<file path="src/rtl/ex_stage_alu.sv">
// ex_stage_alu -- execute stage with EX/MEM pipeline register.
//
// Computes the ALU result, zero flag and branch decision for the ID/EX
// instruction. These values are registered together with the pipeline control
// bits for the MEM stage. With SHIFT_SERIAL=1, sll/srl/sra with a non-zero
// shift amount move one bit per cycle. While that happens, busy is high and
// upstream must hold its inputs.
//
// Ports
//   clk, reset            rising-edge clock, asynchronous active-high reset
//   in_valid              ID/EX holds a valid instruction
//   alu_ctrl, funct3      ALU operation, branch condition select
//   is_branch             instruction is a conditional branch
//   op_a, op_b, rs2_data  operands and store data
//   rd_in, reg_write_in, mem_read_in, mem_write_in   pipeline controls
//   flush, mem_stall      kill EX instruction / freeze stage
//   busy                  serial shift in progress
//   out_valid, alu_result, zero, branch_taken, store_data,
//   rd_out, reg_write_out, mem_read_out, mem_write_out   EX/MEM register
module ex_stage_alu #(
  parameter int unsigned XLEN         = 32,
  parameter bit          SHIFT_SERIAL = 1'b1
) (
  input  logic            clk,
  input  logic            reset,
  input  logic            in_valid,
  input  logic [3:0]      alu_ctrl,
  input  logic [2:0]      funct3,
  input  logic            is_branch,
  input  logic [XLEN-1:0] op_a,
  input  logic [XLEN-1:0] op_b,
  input  logic [XLEN-1:0] rs2_data,
  input  logic [4:0]      rd_in,
  input  logic            reg_write_in,
  input  logic            mem_read_in,
  input  logic            mem_write_in,
  input  logic            flush,
  input  logic            mem_stall,
  output logic            busy,
  output logic            out_valid,
  output logic [XLEN-1:0] alu_result,
  output logic            zero,
  output logic            branch_taken,
  output logic [XLEN-1:0] store_data,
  output logic [4:0]      rd_out,
  output logic            reg_write_out,
  output logic            mem_read_out,
  output logic            mem_write_out
);

  localparam int unsigned SHW = $clog2(XLEN);

  typedef enum logic {IDLE, SHIFT} state_t;
  typedef enum logic [1:0] {SH_LL, SH_RL, SH_RA} shdir_t;

  state_t            state_q, state_d;
  logic [XLEN-1:0]   sh_val_q, sh_val_d;
  logic [SHW-1:0]    sh_cnt_q, sh_cnt_d;
  shdir_t            sh_dir_q, sh_dir_d;
  logic [4:0]        sh_rd_q, sh_rd_d;
  logic [XLEN-1:0]   sh_st_q, sh_st_d;
  logic              sh_rw_q, sh_rw_d, sh_mr_q, sh_mr_d, sh_mw_q, sh_mw_d;
  logic              sh_br_q, sh_br_d;
  logic [2:0]        sh_f3_q, sh_f3_d;

  logic              vld_q, vld_d, zero_q, zero_d, tkn_q, tkn_d;
  logic [XLEN-1:0]   res_q, res_d, st_q, st_d;
  logic [4:0]        rd_q, rd_d;
  logic              rw_q, rw_d, mr_q, mr_d, mw_q, mw_d;

  logic [SHW-1:0]    shamt;
  logic [XLEN-1:0]   alu_res, sh_next;
  logic              is_shift, accept;

  function automatic logic br_fn(input logic [2:0] f3, input logic [XLEN-1:0] r);
    case (f3)
      3'b000:         br_fn = (r == '0);
      3'b001:         br_fn = (r != '0);
      3'b100, 3'b110: br_fn = r[0];
      3'b101, 3'b111: br_fn = ~r[0];
      default:        br_fn = 1'b0;
    endcase
  endfunction

  assign shamt = op_b[SHW-1:0];
  assign busy  = (state_q == SHIFT);

  always_comb begin
    alu_res  = '0;
    is_shift = 1'b0;
    case (alu_ctrl)
      4'b0010: alu_res = op_a + op_b;
      4'b0110: alu_res = op_a - op_b;
      4'b0000: alu_res = op_a & op_b;
      4'b0001: alu_res = op_a | op_b;
      4'b0011: alu_res = op_a ^ op_b;
      4'b0100: begin alu_res = op_a << shamt; is_shift = 1'b1; end
      4'b0101: begin alu_res = op_a >> shamt; is_shift = 1'b1; end
      4'b1001: begin alu_res = $unsigned($signed(op_a) >>> shamt); is_shift = 1'b1; end
      4'b0111: alu_res = {{(XLEN-1){1'b0}}, (op_a < op_b)};
      4'b1000: alu_res = {{(XLEN-1){1'b0}}, ($signed(op_a) < $signed(op_b))};
      default: alu_res = '0;
    endcase
  end

  always_comb begin
    sh_next = sh_val_q;
    case (sh_dir_q)
      SH_LL:   sh_next = sh_val_q << 1;
      SH_RL:   sh_next = sh_val_q >> 1;
      SH_RA:   sh_next = {sh_val_q[XLEN-1], sh_val_q[XLEN-1:1]};
      default: sh_next = sh_val_q;
    endcase
  end

  assign accept = in_valid & ~busy & ~mem_stall & ~flush;

  // Priority: flush > mem_stall > shift progress > accept > bubble.
  always_comb begin
    state_d  = state_q;
    sh_val_d = sh_val_q;  sh_cnt_d = sh_cnt_q;  sh_dir_d = sh_dir_q;
    sh_rd_d  = sh_rd_q;   sh_st_d  = sh_st_q;
    sh_rw_d  = sh_rw_q;   sh_mr_d  = sh_mr_q;   sh_mw_d  = sh_mw_q;
    sh_br_d  = sh_br_q;   sh_f3_d  = sh_f3_q;
    vld_d = vld_q;  res_d = res_q;  zero_d = zero_q;  tkn_d = tkn_q;
    st_d  = st_q;   rd_d  = rd_q;   rw_d   = rw_q;    mr_d  = mr_q;  mw_d = mw_q;

    if (flush) begin
      state_d = IDLE;
      if (!mem_stall) begin
        vld_d = 1'b0; rw_d = 1'b0; mr_d = 1'b0; mw_d = 1'b0; tkn_d = 1'b0;
      end
    end else if (mem_stall) begin
      // everything holds, including the shift count
    end else if (state_q == SHIFT) begin
      sh_val_d = sh_next;
      sh_cnt_d = sh_cnt_q - SHW'(1);
      if (sh_cnt_q == SHW'(1)) begin
        state_d = IDLE;
        vld_d   = 1'b1;
        res_d   = sh_next;
        zero_d  = (sh_next == '0);
        tkn_d   = sh_br_q & br_fn(sh_f3_q, sh_next);
        st_d    = sh_st_q;  rd_d = sh_rd_q;
        rw_d    = sh_rw_q;  mr_d = sh_mr_q;  mw_d = sh_mw_q;
      end else begin
        vld_d = 1'b0; rw_d = 1'b0; mr_d = 1'b0; mw_d = 1'b0; tkn_d = 1'b0;
      end
    end else if (accept) begin
      if (SHIFT_SERIAL && is_shift && (shamt != '0)) begin
        state_d  = SHIFT;
        sh_val_d = op_a;
        sh_cnt_d = shamt;
        sh_dir_d = (alu_ctrl == 4'b0100) ? SH_LL : (alu_ctrl == 4'b0101) ? SH_RL : SH_RA;
        sh_rd_d  = rd_in;        sh_st_d = rs2_data;
        sh_rw_d  = reg_write_in; sh_mr_d = mem_read_in;  sh_mw_d = mem_write_in;
        sh_br_d  = is_branch;    sh_f3_d = funct3;
        vld_d = 1'b0; rw_d = 1'b0; mr_d = 1'b0; mw_d = 1'b0; tkn_d = 1'b0;
      end else begin
        vld_d  = 1'b1;
        res_d  = alu_res;
        zero_d = (alu_res == '0);
        tkn_d  = is_branch & br_fn(funct3, alu_res);
        st_d   = rs2_data;      rd_d = rd_in;
        rw_d   = reg_write_in;  mr_d = mem_read_in;  mw_d = mem_write_in;
      end
    end else begin
      vld_d = 1'b0; rw_d = 1'b0; mr_d = 1'b0; mw_d = 1'b0; tkn_d = 1'b0;
    end
  end

  always_ff @(posedge clk or posedge reset) begin
    if (reset) begin
      state_q  <= IDLE;
      sh_val_q <= '0;  sh_cnt_q <= '0;  sh_dir_q <= SH_LL;
      sh_rd_q  <= '0;  sh_st_q  <= '0;
      sh_rw_q  <= 1'b0; sh_mr_q <= 1'b0; sh_mw_q <= 1'b0;
      sh_br_q  <= 1'b0; sh_f3_q <= '0;
      vld_q <= 1'b0; res_q <= '0; zero_q <= 1'b0; tkn_q <= 1'b0;
      st_q  <= '0;   rd_q  <= '0; rw_q   <= 1'b0; mr_q  <= 1'b0; mw_q <= 1'b0;
    end else begin
      state_q  <= state_d;
      sh_val_q <= sh_val_d; sh_cnt_q <= sh_cnt_d; sh_dir_q <= sh_dir_d;
      sh_rd_q  <= sh_rd_d;  sh_st_q  <= sh_st_d;
      sh_rw_q  <= sh_rw_d;  sh_mr_q  <= sh_mr_d;  sh_mw_q <= sh_mw_d;
      sh_br_q  <= sh_br_d;  sh_f3_q  <= sh_f3_d;
      vld_q <= vld_d; res_q <= res_d; zero_q <= zero_d; tkn_q <= tkn_d;
      st_q  <= st_d;  rd_q  <= rd_d;  rw_q   <= rw_d;   mr_q  <= mr_d;  mw_q <= mw_d;
    end
  end

  assign out_valid     = vld_q;
  assign alu_result    = res_q;
  assign zero          = zero_q;
  assign branch_taken  = tkn_q;
  assign store_data    = st_q;
  assign rd_out        = rd_q;
  assign reg_write_out = rw_q;
  assign mem_read_out  = mr_q;
  assign mem_write_out = mw_q;

endmodule

</file>
<file path="config.mk">
export PLATFORM = sky130hd
export DESIGN_NAME = ex_stage_alu
export DESIGN_NICKNAME = d
export VERILOG_FILES = /design/src/rtl/ex_stage_alu.sv
export SDC_FILE = /design/constraint.sdc
export NUM_CORES = 1
export LEC_CHECK = 0
export BUFFER_PORTS_ARGS = -buffer_cell sky130_fd_sc_hd__buf_2
export CAP_MARGIN = 10
export CELL_PAD_IN_SITES_DETAIL_PLACEMENT = 1
export CELL_PAD_IN_SITES_GLOBAL_PLACEMENT = 1
export CORE_AREA = 2 2 232 234
export CTS_CLUSTER_SIZE = 20
export DETAILED_ROUTE_END_ITERATION = 16
export DIE_AREA = 0 0 234 236
export PLACE_DENSITY = 0.75
export SYNTH_ARGS = -nofsm -noshare
export SYNTH_HDL_FRONTEND = slang
export SYNTH_SLANG_ARGS = --single-unit
</file>
<file path="constraint.sdc">
create_clock -name clk -period 12.61 [get_ports clk]
set_clock_uncertainty 0.05 [all_clocks]
set_input_delay 0 -clock clk [delete_from_list [all_inputs] [get_ports clk]]
set_output_delay 0 -clock clk [all_outputs]
set_load 0.005 [all_outputs]
</file>
==> run summary <==
Final worst slack -> 6.92 ns
Via density -> 6.54
1st-iter DRT viols -> 2079
PwrDens -> 113 nW/µm²
Number of synthesized register bits -> 159
Post-Route WL -> 103 mm
Total power draw -> 2.36 mW
Worst-Skew Late Latency -> 0.46 ns
Final period utilization -> 45.1%
Clock power share -> 23.4%
F_max -> 0.176 GHz
Die Wd -> 234 µm
Antenna violations before repair -> 9
Static Leak -> 9.08 nW
DRT antenna net count -> 0
Number of distinct library cells after synthesis -> 87
Clock transition at path regs -> 0.07 ns
Clock H-tree levels -> 4
Die area -> 55200 µm²
Vias in the first global route -> 20700
Clk sinks -> 159
Worst hold path class -> in2reg
Syn avg cell area -> 8.01 µm²
Crit Path Category -> in2reg
Net count after synthesis -> 2501
Comb pwr share -> 44.7%
Cts repair resizes -> 0
CP arrival -> 5.99 ns
Number of flops mapped to enable cells by yosys -> 0
Residual DRC -> 0
Post-Syn Instances -> 2280
Final #Nets -> 2625
Crit path capture type -> register
CP max FO -> 18
Final Setup Violations -> 0
Post-route minimum period -> 5.69 ns
Ys Warns -> 0
CP required -> 12.91 ns
Ys async rst share -> 100%
HPWL Detailed -> 77.7 mm
IO Port Bufs -> 192
Vias -> 20400
Status -> complete, but fails checks
Internal Power -> 1.33 mW
CTS tree -> built
WL per Instance -> 33.1 µm
GR Overflow Total -> 0
TritonCTS Buffers -> 17
Reg power frac -> 31.9%
Placement Setup Slack -> 7.11 ns
Failing checks -> capacitance limit, slew limit
Worst Setup Start Kind -> input pin
VDD IR max -> 0.0000970 V
Gpl congestion -> 1.04
Share of cells above drive strength 1 -> 17.8%
Max Cap Violations -> 1
Fillcell total -> 6388
Final Hold Viols -> 0
Setup TNS -> 0 ns
DR pass1 iterations -> 5
Clock buffer depth -> 2
Switching Share -> 43.7%
Switching power -> 1.03 mW
Area grow syn2layout -> 14.3%
Tightest Pin Transition -> 1.62 ns
GRT Overall Usage -> 36.7%
Sequential share of the synthesized area -> 21.8%
Final Max Slew Viols -> 3
Synth Flop Type -> dfrtp_1
Num ports -> 193
Die Ht -> 236 µm
CORE AREA -> 53100 µm²
Initial core utilization -> 34.4%
First-pass GRT wire length -> 148 mm
Post-Synthesis Cell Area -> 18300 µm²
RSZ-0062 raised after global routing -> false
Clk root buf -> clkbuf_16
Largest net degree at the start of global routing -> 95
Relative slew slack -> -8.86%
FP Rows -> 85
through the flow:
stage | hold WS [ns] | instance area (µm²) | instances | util (%)
floorplan | 0.101 | 18300 | 2280 | -
CTS | 0.00206 | 20900 | 3113 | 39.3
detailed placement | 0.206 | 19700 | 3029 | 37.2
finish | 0.0255 | 20900 | 3117 | 39.3
global route | 0.0206 | 20900 | 3115 | 39.3
global placement | 0.190 | 19700 | 3029 | 37.2
timing repair:
action / 4_1_cts / 5_1_grt
hold endpoints to repair: 184 / 0
hold buffers: 52 / 0
buffers inserted: 0 / 0
state kept, by name (all words and copies together) (netlist names), 2 cells and up:
name	cells
sh_st_q	32
rd_out	5
sh_dir_q	2
sh_f3_q	3
sh_val_q	32
sh_rd_q	5
alu_result	32
store_data	32
sh_cnt_q	5
power groups by stage:
stage               Combinational (mW)  Sequential [mW]  Clock, mW
floorplan                        0.615            0.724          0
global placement                 0.979            0.741          0
detailed placement                1.00            0.754          0
CTS                               1.03            0.747      0.554
global route                      1.12            0.768      0.578
finish                            1.05            0.753      0.553
worst paths after layout:
path / endpoint / cells past startpoint / start / slack, ns
worst max-delay path: branch_taken / 13 / op_a[11] / 6.92
worst min-delay path: sh_val_q[20] / 3 / op_a[20] / 0.03
worst max register to register: branch_taken / 12 / sh_dir_q[0] / 8.22
worst min register to register: alu_result[4] / 2 / alu_result[4] / 0.41
max in group asynchronous: busy / 4 / reset / 10.71
min in group asynchronous: sh_rd_q[4] / 3 / reset / 0.24
logic make-up after synthesis:
group | count (synthesis) | synth area share (%)
mux | 309 | 20.0
simple gates | 694 | 18.1
fa+ha+maj | 104 | 7.20
compound gates | 692 | 25.5
flops | 159 | 21.8
xor+xnor | 23 | 1.10
buf+inv | 299 | 6.39
cell usage in the layout, fill, tap and decap left out, types with 20 or more instances in the layout:
cell and n:
o22ai_1 37, o31ai_1 29, dlygate4sd3_1 52, o21ai_0 175, ha_1 102, a22oi_1 20, nand4_1 28, nand3_1 39
buf_4 42, dfrtp_1 157, xnor2_1 21, nor2b_1 25, mux2i_1 185, mux4_2 35, nor3_1 44, o211ai_1 32
mux2_2 85, nand2_1 236, nor4_1 35, a21oi_1 128, inv_1 112, a31oi_1 25, nor2_1 162, a211oi_1 23
nand2b_1 47, buf_2 191
cells in the mapped netlist, types with 7 or more instances:
| cell type | count | share of area (%) |
|---|---|---|
| o32ai_1 | 13 | 0.62 |
| clkbuf_1 | 127 | 2.6 |
| inv_1 | 114 | 2.3 |
| o221a_2 | 7 | 0.43 |
| o21a_1 | 12 | 0.49 |
| a21o_1 | 16 | 0.66 |
| xnor2_1 | 21 | 1.0 |
| o21bai_1 | 8 | 0.33 |
| o221ai_1 | 9 | 0.43 |
| o21ai_0 | 175 | 4.8 |
| and3_1 | 13 | 0.45 |
| a221oi_1 | 13 | 0.62 |
| or2_2 | 16 | 0.55 |
| nand4_1 | 28 | 0.96 |
| mux2i_1 | 185 | 10 |
| mux2_2 | 85 | 5.2 |
| a21oi_1 | 129 | 3.5 |
| nor4_1 | 35 | 1.2 |
| o311ai_0 | 8 | 0.38 |
| ha_1 | 102 | 7.0 |
| nor3_1 | 45 | 1.2 |
| nand2b_1 | 47 | 1.6 |
| a21boi_0 | 11 | 0.45 |
| nor2_1 | 163 | 3.3 |
| o31ai_1 | 29 | 1.2 |
| mux4_2 | 35 | 4.3 |
| a211oi_1 | 23 | 0.95 |
| o211ai_1 | 32 | 1.3 |
| or3_1 | 10 | 0.34 |
| buf_2 | 21 | 0.58 |
| and2_1 | 10 | 0.34 |
| buf_1 | 28 | 0.58 |
| o22ai_1 | 37 | 1.3 |
| nand2_1 | 236 | 4.8 |
| a32oi_1 | 16 | 0.77 |
| a311oi_1 | 7 | 0.34 |
| a211o_1 | 11 | 0.53 |
| nand3_1 | 39 | 1.1 |
| nor2b_1 | 25 | 0.86 |
| dfrtp_1 | 159 | 22 |
| a2111oi_0 | 10 | 0.48 |
| a31oi_1 | 25 | 0.86 |
| a22o_1 | 12 | 0.58 |
| a22oi_1 | 20 | 0.82 |
layer usage:
metal / global-route usage [%] / share of wire [%] / vias up
li1: - / - / 8728
met1: 46.5 / 41 / 10400
met2: 59.7 / 47 / 992
met3: 6.13 / 7.0 / 271
met4: 18.9 / 5.8 / 6
met5: 0 / 0.043 / -
cell type report:
class                      count  area, µm²  area share [%]
sequential                   159       3980            19.1
inverter                     119        452            2.16
multi-input combinational   1822      13200            63.0
antenna                        4       10.0          0.0479
timing repair buffer         285       1790            8.58
tap                          696        871            4.17
clock inverter                13        169           0.809
clock buffer                  19        443            2.12
worst max-delay path: stages:
cell and delay (ns):
dlygate4sd3_1 0.52, buf_2 0.32, inv_1 0.18, ha_1 0.56, nor4_1 1.18, a21oi_1 0.38
a221o_1 0.45, a211oi_1 0.69, nand4_1 0.31, nor4b_2 0.55, nand4_1 0.26, o31ai_1 0.30
nor3b_1 0.26
Power figures use the tool's default switching activity.
